==> config.mk <==
export PLATFORM = sky130hd
export DESIGN_NAME = rhythm_game_ctrl
export DESIGN_NICKNAME = d
export VERILOG_FILES = /design/src/rtl/rhythm_game_ctrl.sv
export SDC_FILE = /design/constraint.sdc
export NUM_CORES = 1
export LEC_CHECK = 0
export CORE_UTILIZATION = 60
export CTS_CLUSTER_SIZE = 30
export DETAILED_ROUTE_END_ITERATION = 16
export PLACE_DENSITY = 0.81
export SYNTH_ARGS = -nofsm -noshare
export SYNTH_HDL_FRONTEND = slang
export SYNTH_SLANG_ARGS = --single-unit
==> constraint.sdc <==
create_clock -name clk -period 4.9 [get_ports clk]
set_input_delay 0.735 -clock clk [delete_from_list [all_inputs] [get_ports clk]]
set_output_delay 0.735 -clock clk [all_outputs]
set_load 0.005 [all_outputs]
==> src/rtl/rhythm_game_ctrl.sv <==
// Rhythm game sequencer: button debounce, song select, play/pause/abort, scroll steps.
// Optional AUTO_ADVANCE_EN: after a song ends, wait 16 tick wraps then play the next one.
module rhythm_game_ctrl #(
  parameter int TICK_DIV     = 25000,
  parameter int DEBOUNCE_CYC = 16,
  parameter int SONG_CNT     = 3
) (
  input  logic       clk,
  input  logic       rst,
  input  logic [1:0] bottom,
  input  logic       finish,
  output logic [1:0] song,
  output logic       load,
  output logic       step,
  output logic       playing,
  output logic       blank,
  output logic [2:0] state
);

  localparam int TW = $clog2(TICK_DIV);
  localparam int DW = $clog2(DEBOUNCE_CYC);
  localparam logic [TW-1:0] TICK_MAX = TW'(TICK_DIV - 1);
  localparam logic [DW-1:0] DEB_MAX  = DW'(DEBOUNCE_CYC - 1);
  localparam logic [1:0]    SONG_MAX = 2'(SONG_CNT - 1);

  typedef enum logic [2:0] {
    IDLE  = 3'd0,
    LOAD  = 3'd1,
    PLAY  = 3'd2,
    PAUSE = 3'd3,
    DONE  = 3'd4
  } state_t;

  logic [1:0]    sync1, sync2, level, press;
  logic [DW-1:0] cnt [2];

  // Level flips only after DEBOUNCE_CYC consecutive differing samples
  always_ff @(posedge clk or posedge rst) begin
    if (rst) begin
      sync1  <= '0;
      sync2  <= '0;
      level  <= '0;
      press  <= '0;
      cnt[0] <= '0;
      cnt[1] <= '0;
    end else begin
      sync1 <= bottom;
      sync2 <= sync1;
      for (int i = 0; i < 2; i++) begin
        press[i] <= 1'b0;
        if (sync2[i] == level[i]) begin
          cnt[i] <= '0;
        end else if (cnt[i] == DEB_MAX) begin
          cnt[i]   <= '0;
          level[i] <= sync2[i];
          press[i] <= sync2[i];
        end else begin
          cnt[i] <= cnt[i] + 1'b1;
        end
      end
    end
  end

  logic sel, start;
  assign sel   = press[0];
  assign start = press[1];

  state_t        state_q, state_n;
  logic [1:0]    song_n, song_nx;
  logic [TW-1:0] tick_q, tick_n, tick_inc;
  logic          tick_wrap, step_n;

`ifdef AUTO_ADVANCE_EN
  logic [3:0] wrap_q, wrap_n;
`endif

  always_comb begin
    state_n   = state_q;
    song_n    = song;
    tick_n    = tick_q;
    step_n    = 1'b0;
    tick_wrap = (tick_q == TICK_MAX);
    tick_inc  = tick_wrap ? '0 : tick_q + 1'b1;
    song_nx   = (song == SONG_MAX) ? 2'd0 : song + 2'd1;
`ifdef AUTO_ADVANCE_EN
    wrap_n    = wrap_q;
`endif
    case (state_q)
      IDLE: begin
        tick_n = '0;
        if (start)    state_n = LOAD;
        else if (sel) song_n  = song_nx;
      end
      LOAD: begin
        tick_n  = '0;
        state_n = PLAY;
      end
      PLAY: begin
        if (finish) begin
          state_n = DONE;
          tick_n  = '0;
        end else if (start) begin
          state_n = PAUSE;
        end else begin
          tick_n = tick_inc;
          step_n = tick_wrap;
        end
      end
      PAUSE: begin
        if (sel)        state_n = IDLE;
        else if (start) state_n = PLAY;
      end
      DONE: begin
        if (sel || start) begin
          state_n = IDLE;
        end
`ifdef AUTO_ADVANCE_EN
        else begin
          tick_n = tick_inc;
          if (tick_wrap) begin
            wrap_n = wrap_q + 4'd1;
            if (wrap_q == 4'hf) begin
              state_n = LOAD;
              song_n  = song_nx;
            end
          end
        end
`endif
      end
      default: begin
        state_n = IDLE;
        tick_n  = '0;
      end
    endcase
`ifdef AUTO_ADVANCE_EN
    if (state_q != DONE) wrap_n = '0;
`endif
  end

  always_ff @(posedge clk or posedge rst) begin
    if (rst) begin
      state_q <= IDLE;
      song    <= 2'd0;
      tick_q  <= '0;
      load    <= 1'b0;
      step    <= 1'b0;
      playing <= 1'b0;
      blank   <= 1'b1;
    end else begin
      state_q <= state_n;
      song    <= song_n;
      tick_q  <= tick_n;
      load    <= (state_n == LOAD);
      step    <= step_n;
      playing <= (state_n == PLAY);
      blank   <= (state_n == IDLE) || (state_n == LOAD);
    end
  end

`ifdef AUTO_ADVANCE_EN
  always_ff @(posedge clk or posedge rst) begin
    if (rst) wrap_q <= '0;
    else     wrap_q <= wrap_n;
  end
`endif

  assign state = state_q;

endmodule

# Word level (Yosys, flattened, before mapping)
# Cells that the tools add are included.
[classes] n_eq_ne=13 reduce_logical=9 n_mux=23 n_bitwise=4 n_addsub=4
[op_table] op="$mux 15" n=3
[op_table] op="$pmux 15 s2" n=1
[op_table] op="$mux 3" n=6
[op_table] op="$mux 4" n=4
[op_table] op="$add 15x1->15 const B" n=1
[op_table] op="$eq 15x15->1 const B" n=1
[op_table] op="$pmux 3 s5" n=1
[op_table] op="$eq 3x2->1 const B" n=3
[op_table] op="$add 4x1->4 const B" n=2
[op_table] op="$eq 4x4->1 const B" n=2
[op_table] op="$mux 1" n=7
[op_table] op="$eq 3x1->1 const B" n=2
[op_table] op="$logic_not 3->1" n=2
[op_table] op="$reduce_and 2->1" n=3
[op_table] op="$not 1->1" n=4
[op_table] op="$eq 3x3->1 const B" n=1
[op_table] op="$ne 3x3->1 const B" n=1
[op_table] op="$reduce_and 3->1" n=1
[op_table] op="$add 2x1->2 const B" n=1
[op_table] op="$eq 1x1->1" n=2
[op_table] op="$eq 2x2->1 const B" n=1
[op_table] op="$logic_or 1x1->1" n=2
[op_table] op="$mux 2" n=1
[op_table] op="$reduce_or 2->1" n=1
[word_totals] in_bits=5 ff_bits=40

# Depth between registers and ports, before layout
[depth] ltp_word=5 depth_mapped=8 depth_no_buf=6

# Worst setup path after synthesis
# OpenSTA, ideal clock, no wires.
[synth_path] path_kind="register to register" start="register tick_q[12]" end="register tick_q[8]" arrival_time_ns=1.711 slack_ns=3.059 required_ns=4.771 path_stages_with_launch=8 setup_ns=0.129 path_cell_list="dfrtp_1 or4_1 nor4_2 or2_1 buf_6 and2_4 buf_6 o221ai_2"
[synth_between] elab_chain_cells=5
[synth_lines] element="start: declaration" line_no="70" source="logic [TW-1:0] tick_q, tick_n, tick_inc;"
[synth_lines] element="start signal: assignment" line_no="152" source="tick_q <= tick_n;"
[synth_lines] element="$eq 15x15->1" line_no="82" source="tick_wrap = (tick_q == TICK_MAX);"
[synth_lines] element="$mux 15" line_no="83" source="tick_inc = tick_wrap ? '0 : tick_q + 1'b1;"
[synth_lines] element="$mux 15" line_no="102" source="end else if (start) begin"
[synth_lines] element="$mux 15" line_no="99" source="if (finish) begin"
[synth_lines] element="$pmux 15 s2" line_no="88" source="case (state_q)"
# No other way between the ends. The select of a mux whose other input is x is not followed.
# A chain may end at the register's enable or synchronous reset.

# Final worst setup path
[layout_path] start="register state_q[0], in the netlist state[0]" end="output port state[0]"
[layout_rtl] element="start: declaration" line_no="68" source="state_t state_q, state_n;"
[layout_rtl] element="start signal: assignment" line_no="150" source="state_q <= state_n;"
[layout_rtl] element="end: declaration" line_no="17" source="output logic [2:0] state"
# No word-level cell between the ends.

==> impl_metrics.py <==
metrics = {
    "outcome": {
        "result_of_the_run": "complete, but fails checks",
        "failing_checks": "design-rule violations",
    },
    "clock_tree": {
        "clkSlewWorstSetupHoldPaths_ns": 0.12,
        "clock_insertion_delay_worst_skew_ns": 0.36,
        "tritoncts.num_buffers": 5,
        "clock_tree.buffer_depth": 2,
        "h-tree-depth": 2,
        "root_buffer_cell": "sky130_fd_sc_hd__clkbuf_4",
        "cts_setup_buffers": 0,
        "ctsHoldBuffers": 0,
        "cts_tree": "built",
        "clock-sinks": 40,
        "cts.repair.resized": 0,
    },
    "synthesis": {
        "synth_edf_count": 0,
        "ys_top_cells_by_area": "sky130_fd_sc_hd__dfrtp_1 52%, sky130_fd_sc_hd__nor2b_1 3.0%, sky130_fd_sc_hd__a21oi_1 2.9%",
        "post_synth_num_cell_types": 38,
        "post_synth_inst_count": 178,
        "synth_seq_area_share": 0.5358,
        "synth.avg_cell_area_um2": 10.51,
        "postSynthRegisterBits": 40,
        "synthesized_area_um2": 1871,
        "synth.top_cell.area_share": 0.5217,
        "synth_async_sr_flop_share": 1.000,
        "yosysWarningCount": 0,
        "yosysTopAreaCell": "sky130_fd_sc_hd__dfrtp_1",
        "total_nets_after_synthesis": 186,
        "most_common_flop_cell_mapped_by_yosys": "sky130_fd_sc_hd__dfrtp_1",
    },
    "timing": {
        "final_period_minus_worst_setup_slack_ns": 2.195,
        "setup_violations": 0,
        "timing.clock.skew_ns": 0.01070,
        "worst_slew_pin_slew_ns": 0.4876,
        "timing.setup.tns_ns": 0,
        "timing.final.max_slew_violations": 0,
        "timing.final.hold_violations": 0,
        "grt_setup_unrepaired": "no",
        "final.period_utilization": 0.4480,
        "timing.fmax_mhz": 455.6,
        "max_slew_margin": 0.6749,
    },
    "floorplan": {
        "die_area_um2": 3345,
        "row_count": 19,
        "dieWidth_um": 57.84,
        "start_util": 0.6557,
        "ioPinCount": 14,
        "chipHeight_um": 57.84,
        "core_region_area_um2": 2853,
    },
    "global_routing": {
        "via_count_of_the_first_global_routing_pass": 1341,
        "grt_first_pass_wirelength_mm": 5.996,
        "grt_util_overall": 0.2436,
        "global_route_total_overflow": 0,
        "antenna_violations_before_repair": 0,
        "grt_start_max_net_pins": 41,
    },
    "final_layout": {
        "drive_above_1_share": 0.1031,
        "syn_to_final_growth_pct": 10.57,
        "layout.area.seq_um2": 1002,
        "design.final.nets": 201,
        "postLayoutCoreUtil": 0.7250,
        "antenna_cells": 0,
        "layout.filler_cells": 208,
        "number_of_standard_cells_in_the_layout_taps_in_and_fillers_out": 225,
        "multiInputGateArea_um2": 809.5,
    },
    "detailed_routing": {
        "drc": 1,
        "number_of_nets_still_failing_antenna_checks_after_routing": 0,
        "vias_per_cell": 6.236,
        "route.detailed.wl_per_inst_um": 15.50,
        "wirelength_mm": 3.488,
        "drtIter0Drc": 58,
        "route.vias.total": 1403,
        "drtPass1Iterations": 10,
    },
    "critical_path": {
        "critPathLaunchType": "flop",
        "rr_endpoint": "tick_q[0]$_DFFE_PP0P_",
        "timing.critical_path.slowest_stage_cell": "sky130_fd_sc_hd__clkdlybuf4s50_1",
        "timing.critical_path.required_ns": 4.16,
        "critical_path.max_stage_delay_ns": 0.56,
        "crit_path_max_fanout": 10,
        "cell_class_contributing_the_biggest_share_of_worst_path_delay": "buffers and inverters",
        "buffers_plus_inverters_on_the_worst_setup_path": 1,
        "setup.worst_path.end_class": "primary output",
        "timing.rr.start": "tick_q[12]$_DFFE_PP0P_",
        "reg2reg_slack_ns": 2.79,
        "timing_worst_setup_path_type": "reg2out",
        "ordered_list_of_cells_on_the_worst_path": "clkdlybuf4s50_1",
        "worst-endpoint-arrival_ns": 1.46,
        "timing.reg2reg.worst_path_depth": 5,
    },
    "worst_hold_path": {
        "hold_end": "sync2[0]$_DFF_PP0_",
        "whs_path_depth": 0,
        "worst_hold_path_type": "reg2reg",
        "worstHoldStart": "sync1[0]$_DFF_PP0_",
    },
    "place": {
        "gp_congestion": 0.8011,
        "dp.final_hpwl_mm": 2.409,
        "place_inst": 217,
        "port_buffer_count": 13,
    },
    "pwr": {
        "cellLeakagePower_uw": 0.0008856,
        "ir_drop_uv": 224.2,
        "p_per_area_nw_per_um2": 270.0,
    },
    "run": {
        "maxCapViolCount": 0,
    },
}
-- through the flow --
stage               worst slack, ns  area (um2)  total power (uW)  hold WS, ns
floorplan                     3.059        1871             375.7       0.3312
global placement              2.472        2007             385.6       0.3330
detailed placement            2.402        2007             388.4       0.3441
CTS                           2.688        2068             563.6       0.3703
global route                  2.631        2068             579.3       0.3798
finish                        2.705        2068             558.4       0.3698
-- metal layers --
layer / up-vias / share of wire / track usage
met5: - / 0 / 0
met4: 0 / 0.026 / 0.1361
met3: 13 / 0.039 / 0.07589
met2: 30 / 0.48 / 0.3580
met1: 690 / 0.46 / 0.3232
li1: 670 / - / -
-- worst reg2reg max path: cells and delay by family (launching register included) --
| family | cells | cell delay (ns) |
|---|---|---|
| multiplexers | 1 | 0.27 |
| flip-flops | 1 | 0.44 |
| AND/OR/NAND/NOR | 4 | 1.29 |
-- final cells by class --
| type | count | share of cell area |
|---|---|---|
| clock buffers | 6 | 0.02480 |
| clock inverters | 2 | 0.004840 |
| inverters | 5 | 0.009074 |
| multi-input cells | 127 | 0.3914 |
| flip-flops and latches | 40 | 0.4846 |
| well taps | 31 | 0.01875 |
| repair buffers | 14 | 0.06655 |
-- synthesized netlist by cell type, drive strengths merged, types with 4 or more instances --
cell type,number
and3,4
nor3b,6
nand2,12
nor2b,9
buf,4
nor2,15
xnor2,4
or4,4
a22o,5
dfrtp,39
inv,5
a21oi,11
nand3,9
o21ai,12
nand4,6
mux2,4
-- how the worst max path moves through the flow --
stage	cells after the start	startpoint	to
after floorplan	7	tick_q[12]$_DFFE_PP0P_	tick_q[8]$_DFFE_PP0P_
after global placement	6	finish	tick_q[11]$_DFFE_PP0P_
after detailed placement	6	finish	tick_q[11]$_DFFE_PP0P_
after CTS	1	state[0]$_DFF_PP0_	state[0]
after global routing	1	state[0]$_DFF_PP0_	state[0]
final	1	state[0]$_DFF_PP0_	state[0]
-- placed cells by master (no fill, tap or decap) --
cell type                         count
sky130_fd_sc_hd__a21oi_1             11
sky130_fd_sc_hd__a22o_1               5
sky130_fd_sc_hd__a311oi_1             1
sky130_fd_sc_hd__and2_1               1
sky130_fd_sc_hd__and2_4               1
sky130_fd_sc_hd__and3_1               4
sky130_fd_sc_hd__buf_4                1
sky130_fd_sc_hd__clkbuf_4             5
sky130_fd_sc_hd__clkbuf_8             1
sky130_fd_sc_hd__clkdlybuf4s50_1     13
sky130_fd_sc_hd__clkinv_2             2
sky130_fd_sc_hd__dfrtp_1             39
sky130_fd_sc_hd__dfstp_2              1
sky130_fd_sc_hd__ha_1                 3
sky130_fd_sc_hd__inv_1                5
sky130_fd_sc_hd__mux2_2               4
sky130_fd_sc_hd__nand2_1             12
sky130_fd_sc_hd__nand3_1              9
sky130_fd_sc_hd__nand3b_1             1
sky130_fd_sc_hd__nand4_1              6
sky130_fd_sc_hd__nand4b_1             3
sky130_fd_sc_hd__nand4bb_1            1
sky130_fd_sc_hd__nor2_1              14
sky130_fd_sc_hd__nor2_2               1
sky130_fd_sc_hd__nor2b_1              9
sky130_fd_sc_hd__nor3_1               1
sky130_fd_sc_hd__nor3b_1              6
sky130_fd_sc_hd__nor4_1               2
sky130_fd_sc_hd__nor4_2               1
sky130_fd_sc_hd__nor4b_1              1
sky130_fd_sc_hd__o21ai_0             11
sky130_fd_sc_hd__o21ai_2              1
sky130_fd_sc_hd__o221ai_2             1
sky130_fd_sc_hd__o31ai_1              2
sky130_fd_sc_hd__or2_1                1
sky130_fd_sc_hd__or2_2                1
sky130_fd_sc_hd__or3_1                3
sky130_fd_sc_hd__or4_1                4
sky130_fd_sc_hd__xnor2_1              4
sky130_fd_sc_hd__xor2_1               2
-- kinds of logic (layout without fill, tap and decap cells) --
group	after synthesis	count (layout)	share of synthesized area
flops	40	40	0.5358
xor+xnor	6	6	0.02809
simple gates	82	82	0.2528
fa+ha+maj	3	3	0.02007
compound gates	32	32	0.1077
buf+inv	11	27	0.03144
mux	4	4	0.02408
-- report_power, final --
part           internal (uW)  leakage, uW  switching, uW
Clock                   68.3    0.0000380            108
Combinational           15.4     0.000308           20.9
Sequential               338     0.000540           7.42
Total                    422     0.000886            137
-- sequential cells by signal (all words and copies together) (netlist names), 2 cells and up --
name,count
sync2,2
song,2
sync1,2
tick_q,15
level,2
press,2
state,3
cnt,8
Power figures use the tool's default switching activity.
